===== src/rtl/bit_deserializer.sv =====
// Serial-to-parallel front end for the priority encoder: packs bits MSB first
// into DATA_W-bit words and strobes each word (full or flushed) for one cycle.
//
// Ports:
//   clk_i            - clock, all logic on posedge
//   srst_i           - synchronous active-high reset
//   data_i           - serial data bit
//   data_val_i       - data_i valid this cycle
//   flush_i          - emit the current partial word
//   deser_data_o     - assembled word, first bit at DATA_W-1
//   deser_cnt_o      - number of valid bits in deser_data_o
//   deser_data_val_o - one-cycle strobe for deser_data_o/deser_cnt_o
module bit_deserializer #(
    parameter  int DATA_W = 16,
    localparam int CNT_W  = $clog2(DATA_W + 1)
) (
    input  logic              clk_i,
    input  logic              srst_i,
    input  logic              data_i,
    input  logic              data_val_i,
    input  logic              flush_i,
    output logic [DATA_W-1:0] deser_data_o,
    output logic [CNT_W-1:0]  deser_cnt_o,
    output logic              deser_data_val_o
);

    localparam logic [CNT_W-1:0] LAST = CNT_W'(DATA_W - 1);

    logic [DATA_W-1:0] sr;
    logic [CNT_W-1:0]  cnt;

    logic [DATA_W-1:0] sr_ins;
    logic [CNT_W-1:0]  cnt_ins;
    logic              full;
    logic              emit;

    // Word as it stands after this cycle's bit (if any) is taken in.
    // A flush in the same cycle therefore includes that bit.
    always_comb begin
        sr_ins = sr;
        for (int i = 0; i < DATA_W; i++) begin
            if (data_val_i && (CNT_W'(DATA_W - 1 - i) == cnt)) begin
                sr_ins[i] = data_i;
            end
        end
        cnt_ins = cnt + {{(CNT_W-1){1'b0}}, data_val_i};
    end

    // A flush that lands on a completing word folds into that single strobe;
    // a flush with nothing pending is dropped.
    assign full = data_val_i && (cnt == LAST);
    assign emit = full || (flush_i && (cnt_ins != '0));

    always_ff @(posedge clk_i) begin
        if (srst_i) begin
            sr               <= '0;
            cnt              <= '0;
            deser_data_o     <= '0;
            deser_cnt_o      <= '0;
            deser_data_val_o <= 1'b0;
        end else if (emit) begin
            sr               <= '0;
            cnt              <= '0;
            deser_data_o     <= sr_ins;
            deser_cnt_o      <= cnt_ins;
            deser_data_val_o <= 1'b1;
        end else begin
            sr               <= sr_ins;
            cnt              <= cnt_ins;
            deser_data_val_o <= 1'b0;
        end
    end

endmodule


===== config.mk =====
export PLATFORM = sky130hd
export DESIGN_NAME = bit_deserializer
export DESIGN_NICKNAME = d
export VERILOG_FILES = /design/src/rtl/bit_deserializer.sv
export SDC_FILE = /design/constraint.sdc
export NUM_CORES = 1
export LEC_CHECK = 0
export ABC_CLOCK_PERIOD_IN_PS = 3950
export BUFFER_PORTS_ARGS = -buffer_cell sky130_fd_sc_hd__clkbuf_2
export CAP_MARGIN = 20
export CELL_PAD_IN_SITES_DETAIL_PLACEMENT = 2
export CELL_PAD_IN_SITES_GLOBAL_PLACEMENT = 2
export CORE_UTILIZATION = 25
export CTS_CLUSTER_SIZE = 16
export DETAILED_ROUTE_END_ITERATION = 8
export GPL_ROUTABILITY_DRIVEN = 0
export PLACE_DENSITY_LB_ADDON = 0.2
export SLEW_MARGIN = 25
export SYNTH_ARGS = -nofsm -noshare
export SYNTH_HDL_FRONTEND = slang
export SYNTH_SLANG_ARGS = --single-unit

===== constraint.sdc =====
create_clock -name clk_i -period 3.95 [get_ports clk_i]
set_input_delay 0.1975 -clock clk_i [delete_from_list [all_inputs] [get_ports clk_i]]
set_output_delay 0.1975 -clock clk_i [all_outputs]
set_load 0.01 [all_outputs]

==> results.toml <==
[placement]
dpl.hpwl_um = 3243
dpl_worst_slack_ps = 1385
dpl_cell_area_mm2 = 0.002191
io_buffers = 26

[final_layout]
nets = 230
diodes = 0
fin_util_pct = 30.27
final_cell_area_mm2 = 0.002327
drive_gt1_share_pct = 19.20
fillers = 880
syn_to_final_growth_pct = 17.72

[logic_synthesis]
yosysSeqAreaShare_pct = 43.54
synth-main-ff-cell = "dfxtp_1"
yosysWarnings = 0
synth_area_mm2 = 0.001977
synth_edf_count = 0
ys_types = 30
syn_area_per_cell_um2 = 9.835
netlist_instances = 201
syn-num-nets = 208
ys_ff_latch = 43
async_flop_share_pct = 0

[grt]
grt_max_degree = 29
grt_pass1_wl_um = 8349
grt_use_total_pct = 12.77
grt_overflow = 0
antenna_found_initial = 0
first_global_vias = 1736

[clock_network]
numCtsBuffers = 5
hold_buffers = 0
h-tree-depth = 2
clock_latency_ps = 300
post_cts_buffers = 0
cts_resized = 0
clk_path_buf_depth = 2
clk_pin_slew_ps = 90
cts_tree = "done"
root_buffer = "clkbuf_8"
cts.sinks = 43

[route]
drt-wirelength-per-cell_um = 14.60
routed_via_density = 4.798
vias = 1564
ant_nets = 0
dr.pass1.iters = 4
drtIter0Drc = 55
wl_um = 4759
drc = 0

[sta]
clock.fmax_mhz = 394.2
tns_ps = 0
maxSlewViolCount = 0
layout_min_cycle_time_ps = 2537
hold_violations = 0
setup_slack_ps = 1413
tightest_slew_ps = 721.2
setup_viol = 0
relSlewSlack_pct = 51.23
rsz0062_at_grt = "false"
clock_skew_ps = 14.20
fin_crit_sh_pct = 64.23

[power_and_ir_drop]
p_per_area_mw_per_mm2 = 406.7
cellLeakagePower_uw = 0.001175
vdd_drop_max_uv = 135.4

[die]
fp.dieW_um = 90.93
initial_core_util_pct = 25.72
rows = 32
ios = 27
die_h_um = 90.93
core_mm2 = 0.007687
dieArea_mm2 = 0.008267

[worst_setup_path]
worstPathArrival_ps = 2720
worst-setup-path-type = "reg -> reg"
cp_data_required_time_ps = 4130
startpoint_type = "flip-flop"
path_max_fanout = 15
endpoint_kind = "flip-flop"

[worst_hold_path]
hp-class = "in -> reg"

[run_status]
outcome = "finished clean"

[job]
cap_violations = 0
==> cell families after synthesis <==
group           after synthesis  share of synthesized area (%)
simple gates                 62                          16.96
compound gates               51                          20.51
flops                        43                          43.54
mux                          22                          11.33
buf+inv                      17                          4.620
xor+xnor                      4                          1.772
fa+ha+maj                     2                          1.266
==> layout by cell type (no fill, tap or decap), drive strengths merged <==
cell type,instances
and2,2
nor2,5
and3,19
nor3,4
o21ai,16
a21boi,16
ha,2
clkbuf,31
nor4b,1
bufinv,2
nor4bb,2
o31a,1
a221oi,1
xor2,1
mux2,3
clkinvlp,1
nor2b,5
nand2,20
a221o,1
buf,5
o211a,16
clkinv,1
dfxtp,43
and4b,1
xnor2,3
nor3b,1
mux2i,19
nand3,2
==> Yosys cell counts (2+ instances only) <==
cell type	count	area, um2
nand3_1	2	10.01
o211a_1	16	160.2
clkbuf_1	8	30.03
nor3_1	4	20.02
mux2i_1	19	190.2
dfxtp_1	43	860.8
nor2_1	5	18.77
a21boi_0	16	120.1
and3_1	19	118.9
xnor2_1	3	26.28
nand2_1	20	75.07
buf_2	4	20.02
o21ai_0	16	80.08
nor2b_1	5	31.28
buf_6	2	22.52
nor4bb_1	2	20.02
ha_1	2	25.02
buf_4	2	15.01
mux2_1	2	22.52
==> per-stage QoR <==
step	power, uW	instances	hold slack [ps]
after global routing	994.0	326	272.2
after global placement	544.5	318	450.6
after CTS	965.3	326	242.9
after floorplan	520.4	201	445.9
final	946.4	326	243.7
after detailed placement	546.0	318	457.6
==> cell type report <==
class                           instances  area (um2)  area share, %
Multi-Input combinational cell        141        1031          44.30
Sequential cell                        43       860.8          36.99
Timing Repair Buffer                   31       167.7          7.204
Tap cell                              102       127.6          5.484
Clock buffer                            5       68.82          2.957
Clock inverter                          3       67.56          2.903
Inverter                                1       3.754         0.1613
==> worst max-delay path, cell delays in order (launching register included) <==
cell and delay, ps:
dfxtp_1 350, ha_1 210, ha_1 320, nor3b_1 190, mux2i_1 170, a221oi_4 500, buf_4 340, mux2_1 340
==> sequential cells by signal (all words and copies together), names as in the netlist <==
register,flops
cnt,5
deser_cnt_o,5
deser_data_o,16
sr,16
deser_data_val_o,1
==> where the power goes <==
part           leakage, uW  total (uW)  internal (uW)  switching [uW]
logic             0.000764        89.0           33.9            55.1
registers         0.000347         444            440            4.00
clock network    0.0000644         414            252             162
total              0.00118         946            726             221
==> routing by layer <==
layer	wire length [um]	vias up	track usage (%)	share of wire, %
met5	0	-	0	0
met4	66	0	4.365	1.4
met3	160	5	3.283	3.4
met2	2276	21	21.84	48
met1	2255	777	15.46	47
li1	-	761	-	-
==> path summary, 6_finish.rpt <==
| check | endpoint | startpoint | slack [ps] | depth (start not counted) |
|---|---|---|---|---|
| setup reg to reg | deser_cnt_o[4] | cnt[0] | 1410 | 7 |
| hold / removal | cnt[2] | srst_i | 240 | 2 |
| hold reg to reg | deser_data_o[14] | deser_data_o[14] | 460 | 2 |
| setup / recovery | deser_cnt_o[4] | cnt[0] | 1410 | 7 |
No activity file was read; power rests on OpenSTA's default activity.
